File: src/rtl/gf180mcu_fd_sc_mcu7t5v0__addf_serial_pkg.sv
// Shared definitions for the bit-serial adder: FSM state encoding,
// legal WIDTH range and the bit-counter width helper.
package gf180mcu_fd_sc_mcu7t5v0__addf_serial_pkg;

    typedef enum logic [1:0] {
        ST_IDLE = 2'd0,
        ST_RUN  = 2'd1,
        ST_DONE = 2'd2
    } addf_state_e;

    localparam int WIDTH_MIN = 1;
    localparam int WIDTH_MAX = 64;

    // A 1-bit adder still needs a 1-bit counter register.
    function automatic int cnt_width(input int w);
        return (w > 1) ? $clog2(w) : 1;
    endfunction

endpackage

File: src/rtl/gf180mcu_fd_sc_mcu7t5v0__addf_func.sv
// Functional model of the gf180mcu full-adder cell: S = A^B^CI, CO = majority.
module gf180mcu_fd_sc_mcu7t5v0__addf_func (
    input  logic A,
    input  logic B,
    input  logic CI,
    output logic S,
    output logic CO
);

    assign S  = A ^ B ^ CI;
    assign CO = (A & B) | (CI & (A ^ B));

endmodule

File: src/rtl/gf180mcu_fd_sc_mcu7t5v0__addf_serial.sv
// Bit-serial WIDTH-bit adder: one full-adder cell plus a carry flop,
// processing one bit pair per clock, LSB first, with valid/ready on both sides.
// Optional signed-overflow output: define GF180MCU_FD_SC_MCU7T5V0_ADDF_SERIAL_OVF_EN.
//
// state | meaning
// IDLE  | waiting for operands, IN_READY=1
// RUN   | one bit per cycle through the full adder
// DONE  | result held on S/CO(/OV), OUT_VALID=1
module gf180mcu_fd_sc_mcu7t5v0__addf_serial
    import gf180mcu_fd_sc_mcu7t5v0__addf_serial_pkg::*;
#(
    parameter int WIDTH = 8
) (
    input  logic             CLK,
    input  logic             RST,
    input  logic             IN_VALID,
    output logic             IN_READY,
    input  logic [WIDTH-1:0] A,
    input  logic [WIDTH-1:0] B,
    input  logic             CI,
    output logic             OUT_VALID,
    input  logic             OUT_READY,
    output logic [WIDTH-1:0] S,
    output logic             CO
`ifdef GF180MCU_FD_SC_MCU7T5V0_ADDF_SERIAL_OVF_EN
    ,
    output logic             OV
`endif
);

    localparam int CNT_W = cnt_width(WIDTH);
    localparam logic [CNT_W-1:0] CNT_LAST = CNT_W'(WIDTH - 1);

    if (WIDTH < WIDTH_MIN || WIDTH > WIDTH_MAX) begin : g_bad_width
        $error("addf_serial: WIDTH out of range");
    end

    addf_state_e      state_q, state_d;
    logic [WIDTH-1:0] a_sh_q, a_sh_d;
    logic [WIDTH-1:0] b_sh_q, b_sh_d;
    logic [WIDTH-1:0] sum_q, sum_d;
    logic             carry_q, carry_d;
    logic [CNT_W-1:0] cnt_q, cnt_d;
`ifdef GF180MCU_FD_SC_MCU7T5V0_ADDF_SERIAL_OVF_EN
    logic             ov_q, ov_d;
`endif

    logic fa_s;
    logic fa_co;

    gf180mcu_fd_sc_mcu7t5v0__addf_func u_fa (
        .A  (a_sh_q[0]),
        .B  (b_sh_q[0]),
        .CI (carry_q),
        .S  (fa_s),
        .CO (fa_co)
    );

    // Handshake flags come straight from the state register; reset masks IN_READY.
    assign IN_READY  = (state_q == ST_IDLE) && !RST;
    assign OUT_VALID = (state_q == ST_DONE);
    assign S         = sum_q;
    assign CO        = carry_q;
`ifdef GF180MCU_FD_SC_MCU7T5V0_ADDF_SERIAL_OVF_EN
    assign OV        = ov_q;
`endif

    // State and datapath registers with synchronous reset.
    always_ff @(posedge CLK) begin
        if (RST) begin
            state_q <= ST_IDLE;
            a_sh_q  <= '0;
            b_sh_q  <= '0;
            sum_q   <= '0;
            carry_q <= 1'b0;
            cnt_q   <= '0;
`ifdef GF180MCU_FD_SC_MCU7T5V0_ADDF_SERIAL_OVF_EN
            ov_q    <= 1'b0;
`endif
        end else begin
            state_q <= state_d;
            a_sh_q  <= a_sh_d;
            b_sh_q  <= b_sh_d;
            sum_q   <= sum_d;
            carry_q <= carry_d;
            cnt_q   <= cnt_d;
`ifdef GF180MCU_FD_SC_MCU7T5V0_ADDF_SERIAL_OVF_EN
            ov_q    <= ov_d;
`endif
        end
    end

    // Next-state and datapath update; everything holds unless a state acts on it.
    always_comb begin
        state_d = state_q;
        a_sh_d  = a_sh_q;
        b_sh_d  = b_sh_q;
        sum_d   = sum_q;
        carry_d = carry_q;
        cnt_d   = cnt_q;
`ifdef GF180MCU_FD_SC_MCU7T5V0_ADDF_SERIAL_OVF_EN
        ov_d    = ov_q;
`endif
        case (state_q)
            ST_IDLE: begin
                if (IN_VALID && IN_READY) begin
                    state_d = ST_RUN;
                    a_sh_d  = A;
                    b_sh_d  = B;
                    carry_d = CI;
                    sum_d   = '0;
                    cnt_d   = '0;
`ifdef GF180MCU_FD_SC_MCU7T5V0_ADDF_SERIAL_OVF_EN
                    ov_d    = 1'b0;
`endif
                end
            end
            ST_RUN: begin
                // Sum bits enter at the MSB so after WIDTH shifts bit 0 sits at the LSB.
                sum_d            = sum_q >> 1;
                sum_d[WIDTH-1]   = fa_s;
                a_sh_d           = a_sh_q >> 1;
                b_sh_d           = b_sh_q >> 1;
                carry_d          = fa_co;
                cnt_d            = cnt_q + CNT_W'(1);
                if (cnt_q == CNT_LAST) begin
                    state_d = ST_DONE;
`ifdef GF180MCU_FD_SC_MCU7T5V0_ADDF_SERIAL_OVF_EN
                    // Signed overflow: carry into the MSB differs from carry out of it.
                    ov_d    = carry_q ^ fa_co;
`endif
                end
            end
            ST_DONE: begin
                if (OUT_READY) begin
                    state_d = ST_IDLE;
                end
            end
            default: begin
                state_d = ST_IDLE;
            end
        endcase
    end

endmodule
File: config.mk
export PLATFORM = sky130hd
export DESIGN_NAME = gf180mcu_fd_sc_mcu7t5v0__addf_serial
export DESIGN_NICKNAME = d
export VERILOG_FILES = /design/src/rtl/gf180mcu_fd_sc_mcu7t5v0__addf_serial_pkg.sv /design/src/rtl/gf180mcu_fd_sc_mcu7t5v0__addf_func.sv /design/src/rtl/gf180mcu_fd_sc_mcu7t5v0__addf_serial.sv
export SDC_FILE = /design/constraint.sdc
export NUM_CORES = 1
export LEC_CHECK = 0
export BUFFER_PORTS_ARGS = -buffer_cell sky130_fd_sc_hd__buf_2
export CAP_MARGIN = 20
export CORE_AREA = 2 2 75 63
export CTS_CLUSTER_DIAMETER = 60
export DETAILED_ROUTE_END_ITERATION = 8
export DIE_AREA = 0 0 77 65
export PLACE_DENSITY = 0.53
export RECOVER_POWER = 25
export SYNTH_ARGS = -nofsm -noshare
export SYNTH_HDL_FRONTEND = slang
export SYNTH_SLANG_ARGS = --single-unit
File: constraint.sdc
create_clock -name CLK -period 1.5 [get_ports CLK]
set_clock_uncertainty 0.1 [all_clocks]
set_input_delay 0.375 -clock CLK [delete_from_list [all_inputs] [get_ports CLK]]
set_output_delay 0.375 -clock CLK [all_outputs]
set_load 0.005 [all_outputs]
Word level (Yosys, flattened, before mapping)

Cells that the tools add are included.

Logic and storage cells: 39
Output and inout bits: 11
Register bits after elaboration: 30
Bits in latches: 0
Bits in writable memories: 0
Memories kept: 0
Bits in read-only memories: 0

Shift-type cells: 0
Reductions and logical operators: 7
Divide/modulo/power cells: 0
Multipliers: 0
Mux-type cells: 14
Order comparisons: 0
Eq/ne operators: 6
Bitwise operators: 5
Add/subtract/negate cells: 1

Operators by type and width:

| cell                                                                     | count |
|---|---|
| 8-bit case mux with 2 select lines                                       | 3 |
| 8-bit two-way mux                                                        | 3 |
| 2-bit two-way mux                                                        | 3 |
| 2-bit case mux with 3 select lines                                       | 1 |
| 3-bit case mux with 2 select lines                                       | 1 |
| 2-bit by 1-bit inequality test with 1-bit output (second input constant) | 2 |
| 3-bit by 1-bit adder with 3-bit output (second input constant)           | 1 |
| 3-bit == test (second input constant)                                    | 1 |
| 3-bit two-way mux                                                        | 1 |
| 3-bit AND reduction                                                      | 1 |
| 1-bit AND                                                                | 2 |
| 2-bit by 1-bit == test with 1-bit output (second input constant)         | 1 |
| 2-bit == test (second input constant)                                    | 1 |
| 1-bit logical AND                                                        | 2 |
| 2-bit zero test                                                          | 1 |
| 2-bit inequality test (second input constant)                            | 1 |
| 1-bit case mux with 2 select lines                                       | 1 |
| 2-bit AND reduction                                                      | 1 |
| 2-bit nonzero test                                                       | 1 |
| 1-bit XOR                                                                | 2 |
| 1-bit zero test                                                          | 1 |
| 1-bit two-way mux                                                        | 1 |
| 1-bit OR                                                                 | 1 |

Depth between registers and ports, before layout

Depth in word-level cells: 5
Gate-level depth with buffers: 6
Mapped depth without buffers: 5

Cells and area by module

A second synthesis with hierarchy kept.

Cells, all modules: 147
Area, all modules: 1234.9 sq um

Modules (own cells, without submodules):

| module                               | sequential area each (sq um) | cells each | area an instance (sq um) | times used |
|---|---|---|---|---|
| gf180mcu_fd_sc_mcu7t5v0__addf_serial | 600.6                        | 146        | 1214.9                   | 1 |
| gf180mcu_fd_sc_mcu7t5v0__addf_func   | 0.0                          | 1          | 20.0                     | 1 |

Least setup slack after synthesis

No wires, ideal clock.

Kind: reg-to-reg
From: register carry_q (netlist: CO)
To: register sum_q[7] (netlist: S[7])
Cell stages (with the launch flop): 6
Period minus slack after synthesis: 1368 ps
Setup slack: 132 ps
Library setup time: 120 ps
Path buffers: 0
Data arrival time: 1149 ps
Cells stage by stage: dfxtp_1 inv_1 fa_1 inv_1 a22oi_1 nor2_1

Longest elaborated chain between the ends: 2

Ends and longest elaborated chain:

| item                               | line                                        | text |
|---|---|---|
| start, declared                    | gf180mcu_fd_sc_mcu7t5v0__addf_serial.sv:42  | `logic carry_q, carry_d;` |
| start signal, assigned             | gf180mcu_fd_sc_mcu7t5v0__addf_serial.sv:85  | `carry_q <= carry_d;` |
| 1-bit XOR                          | gf180mcu_fd_sc_mcu7t5v0__addf_func.sv:10    | `assign S = A ^ B ^ CI;` |
| 8-bit case mux with 2 select lines | gf180mcu_fd_sc_mcu7t5v0__addf_serial.sv:104 | `case (state_q)` |
| end signal, assigned               | gf180mcu_fd_sc_mcu7t5v0__addf_serial.sv:84  | `sum_q <= sum_d;` |
| end, declared                      | gf180mcu_fd_sc_mcu7t5v0__addf_serial.sv:41  | `logic [WIDTH-1:0] sum_q, sum_d;` |

No other way between the ends.
A chain may end at the register's enable or synchronous reset.

Worst setup path after layout

From: register state_q[0]
To: output IN_READY

Longest elaborated chain between the ends: 2

Ends and longest elaborated chain:

| item                   | line                                       | text |
|---|---|---|
| start, declared        | gf180mcu_fd_sc_mcu7t5v0__addf_serial.sv:38 | `addf_state_e state_q, state_d;` |
| start signal, assigned | gf180mcu_fd_sc_mcu7t5v0__addf_serial.sv:81 | `state_q <= state_d;` |
| 2-bit zero test        | gf180mcu_fd_sc_mcu7t5v0__addf_serial.sv:60 | `assign IN_READY = (state_q == ST_IDLE) && !RST;` |
| 1-bit logical AND      | gf180mcu_fd_sc_mcu7t5v0__addf_serial.sv:60 |  |
| end, declared          | gf180mcu_fd_sc_mcu7t5v0__addf_serial.sv:17 | `output logic IN_READY,` |

No other way between the ends.

==> results.sh <==
export IMPL_start_kind="flop"
export IMPL_tightest_slew_ps=360
export IMPL_cts_sinks=30
export IMPL_whs_endpoint="b_sh_q[7]$_SDFFE_PP0P_"
export IMPL_numCtsBuffers=5
export IMPL_muxShareOfSynthArea_pct=1.53
export IMPL_grt_antenna_before_repair=0
export IMPL_initial_core_util_pct=30.2
export IMPL_cp_top_family="flip-flops"
export IMPL_dp_hpwl_mm=1.91
export IMPL_cp_num_buf_inv=2
export IMPL_dieHeight_um=65
export IMPL_synth_cell_types=22
export IMPL_grt_max_degree=17
export IMPL_syn_area_mm2=0.00131
export IMPL_max_cap_violations=0
export IMPL_yosys_area_share_simple_pct=8.01
export IMPL_drive_gt1_share_pct=40.2
export IMPL_synth_xor_area_share_pct=0
export IMPL_setup_viol=0
export IMPL_hold_depth=3
export IMPL_final_cell_mix="dfxtp_1, buf_2, inv_1, nor2_1, a22oi_1"
export IMPL_fin_crit_sh_pct=97.3
export IMPL_use_met1_pct=14.3
export IMPL_gp_congestion=0.779
export IMPL_num_rows=22
export IMPL_rr_startpoint="CO$_SDFFE_PP0P_"
export IMPL_syn2layout_area_growth_pct=30.4
export IMPL_drt_pass1_iterations=4
export IMPL_drc_errors=0
export IMPL_synth_compound_area_share_pct=28.9
export IMPL_crit_chain="buf_6 -> nor3_4 -> buf_2"
export IMPL_grt_ovfl_total=0
export IMPL_io_buffers=31
export IMPL_hold_viol_final=0
export IMPL_power_density_mw_per_mm2=1040
export IMPL_worst_r2r_cell_count=5
export IMPL_slew_headroom_pct=76.0
export IMPL_p_leak_uw=0.000727
export IMPL_fp_coreArea_mm2=0.00435
export IMPL_r2r_end="S[7]$_SDFFE_PP0P_"
export IMPL_wl_per_cell_um=11.8
export IMPL_grt_pass1_wl_mm=4.77
export IMPL_first_iter_violations=35
export IMPL_critPathKind="reg -> out"
export IMPL_synth_fa_ha_area_share_pct=3.43
export IMPL_setup_ws_ps=40.7
export IMPL_top_usage_layer="met2"
export IMPL_vias=1086
export IMPL_track_usage_pct=12.3
export IMPL_hold_path_class="in -> reg"
export IMPL_wl_mm=2.75
export IMPL_clkLatencyLatePin_ps=270
export IMPL_yosysWarnings=0
export IMPL_synth_seq_cells=30
export IMPL_io_pins=32
export IMPL_synth_cells=132
export IMPL_rsz0062_at_grt="yes"
export IMPL_critical_path_peak_fanout=4
export IMPL_cpMaxStageDelayCell="dfxtp_2"
export IMPL_pre_cts_slack_ps=-310
export IMPL_hp_start="B[7]"
export IMPL_syn_nets=156
export IMPL_critPathMaxStageDelay_ps=340
export IMPL_endpoint_kind="output port"
export IMPL_cts_tree="yes"
export IMPL_post_route_min_period_ps=1460
export IMPL_max_freq_mhz=685
export IMPL_synth_top_family_by_area="compound AO/OA/AOI/OAI gates"
export IMPL_synth_avg_cell_area_um2=9.94
export IMPL_r2r_slack_ps=60
export IMPL_ant_nets=0
export IMPL_grt_pass1_vias=1043
export IMPL_clk_pin_slew_ps=60
export IMPL_crit_arrival_ps=980
export IMPL_antenna_cells=0
export IMPL_die_area_mm2=0.00501
export IMPL_yosysSeqAreaShare_pct=45.8
export IMPL_die_x_um=77
export IMPL_use_met2_pct=19.7
export IMPL_clockBufferDepth=2
export IMPL_fillers=473
export IMPL_finalMaxSlewViolations=0
export IMPL_use_met3_pct=4.18
export IMPL_crit_required_ps=1020
export IMPL_fin_hold_ws_ps=262
export IMPL_clockRootBuffer="clkbuf_8"
export IMPL_htree_levels=2
export IMPL_peakVddDrop_uv=363
export IMPL_fin_nets=197
export IMPL_outcome="finished, final reports clean"
export IMPL_routed_via_density=4.64
==> timing repair <==
item | CTS | global route
setup buffers | 2 | 2
gates resized for setup | 8 | 5
setup endpoints to repair | 30 | 19
hold buffers | 0 | 0
==> worst max path at each step <==
stage / start / end / slack (ps) / cells past startpoint
finish: state_q[0]$_SDFFE_PP0P_ / IN_READY / 40 / 3
global route: state_q[0]$_SDFFE_PP0P_ / IN_READY / -20 / 3
CTS: state_q[1]$_SDFFE_PP0P_ / IN_READY / 20 / 3
detailed placement: IN_VALID / a_sh_q[4]$_SDFFE_PP0P_ / -310 / 4
global placement: IN_VALID / a_sh_q[5]$_SDFFE_PP0P_ / -220 / 4
floorplan: CO$_SDFFE_PP0P_ / S[7]$_SDFFE_PP0P_ / 130 / 5
==> worst reg2reg max path, stage by stage (launching register included) <==
cell	delay [ps]
dfxtp_1	360
inv_1	70
fa_1	540
inv_1	40
a22oi_1	160
nor2_1	50
==> synthesized netlist by cell type <==
library cell / number / share of area (%)
dfxtp_1: 30 / 46
inv_1: 20 / 5.7
nor2_1: 17 / 4.9
a22oi_1: 13 / 7.4
a21oi_2: 8 / 5.3
o221a_1: 8 / 6.9
a21oi_1: 7 / 2.7
o221a_2: 7 / 6.0
buf_2: 3 / 1.1
buf_6: 3 / 2.6
buf_4: 2 / 1.1
ha_1: 2 / 1.9
mux2i_1: 2 / 1.5
nor3_1: 2 / 0.76
buf_12: 1 / 1.5
clkbuf_1: 1 / 0.29
fa_1: 1 / 1.5
nand2_1: 1 / 0.29
nor2b_1: 1 / 0.48
nor2b_4: 1 / 1.0
nor3b_1: 1 / 0.57
o21bai_1: 1 / 0.57
==> per-layer routing <==
metal  part of all wire (%)  wire length, um
met1                     47             1290
met2                     46             1280
met3                    4.0              109
met4                    2.5               70
met5                      0                0
==> power by group <==
group	total [uW]	switching [uW]	internal, uW
clock network	649	280	369
logic	256	126	130
registers	872	26.8	845
==> final cells by class <==
type	count	area (um^2)	area share, %
well taps	60	75.1	4.39
multi-input cells	72	582	34.0
clock inverters	1	5.00	0.292
repair buffers	44	285	16.7
inverters	20	75.1	4.39
flip-flops and latches	30	603	35.2
clock buffers	7	86.3	5.04
==> logic make-up after synthesis <==
family | after synthesis
AOI/OAI and AO/OA | 44
buffers and inverters | 30
DFF | 30
and+or+nand+nor | 23
adders and majority gates | 3
muxes | 2
==> through the flow <==
stage	util, %	total power [uW]	TNS (ps)	area (um^2)	instances
after global routing	39.4	1880	-30.5	1710	234
after CTS	38.6	1810	0	1680	232
final	39.4	1780	0	1710	234
after floorplan	-	1050	0	1310	132
after detailed placement	35.8	1130	-6780	1560	223
after global placement	35.8	1120	-5210	1560	223
==> sequential cells by signal, summed over array words and instances (netlist names) <==
signal   cells
S            8
a_sh_q       8
b_sh_q       8
cnt_q        3
state_q      2
CO           1
(Power assumes the default switching activity.)
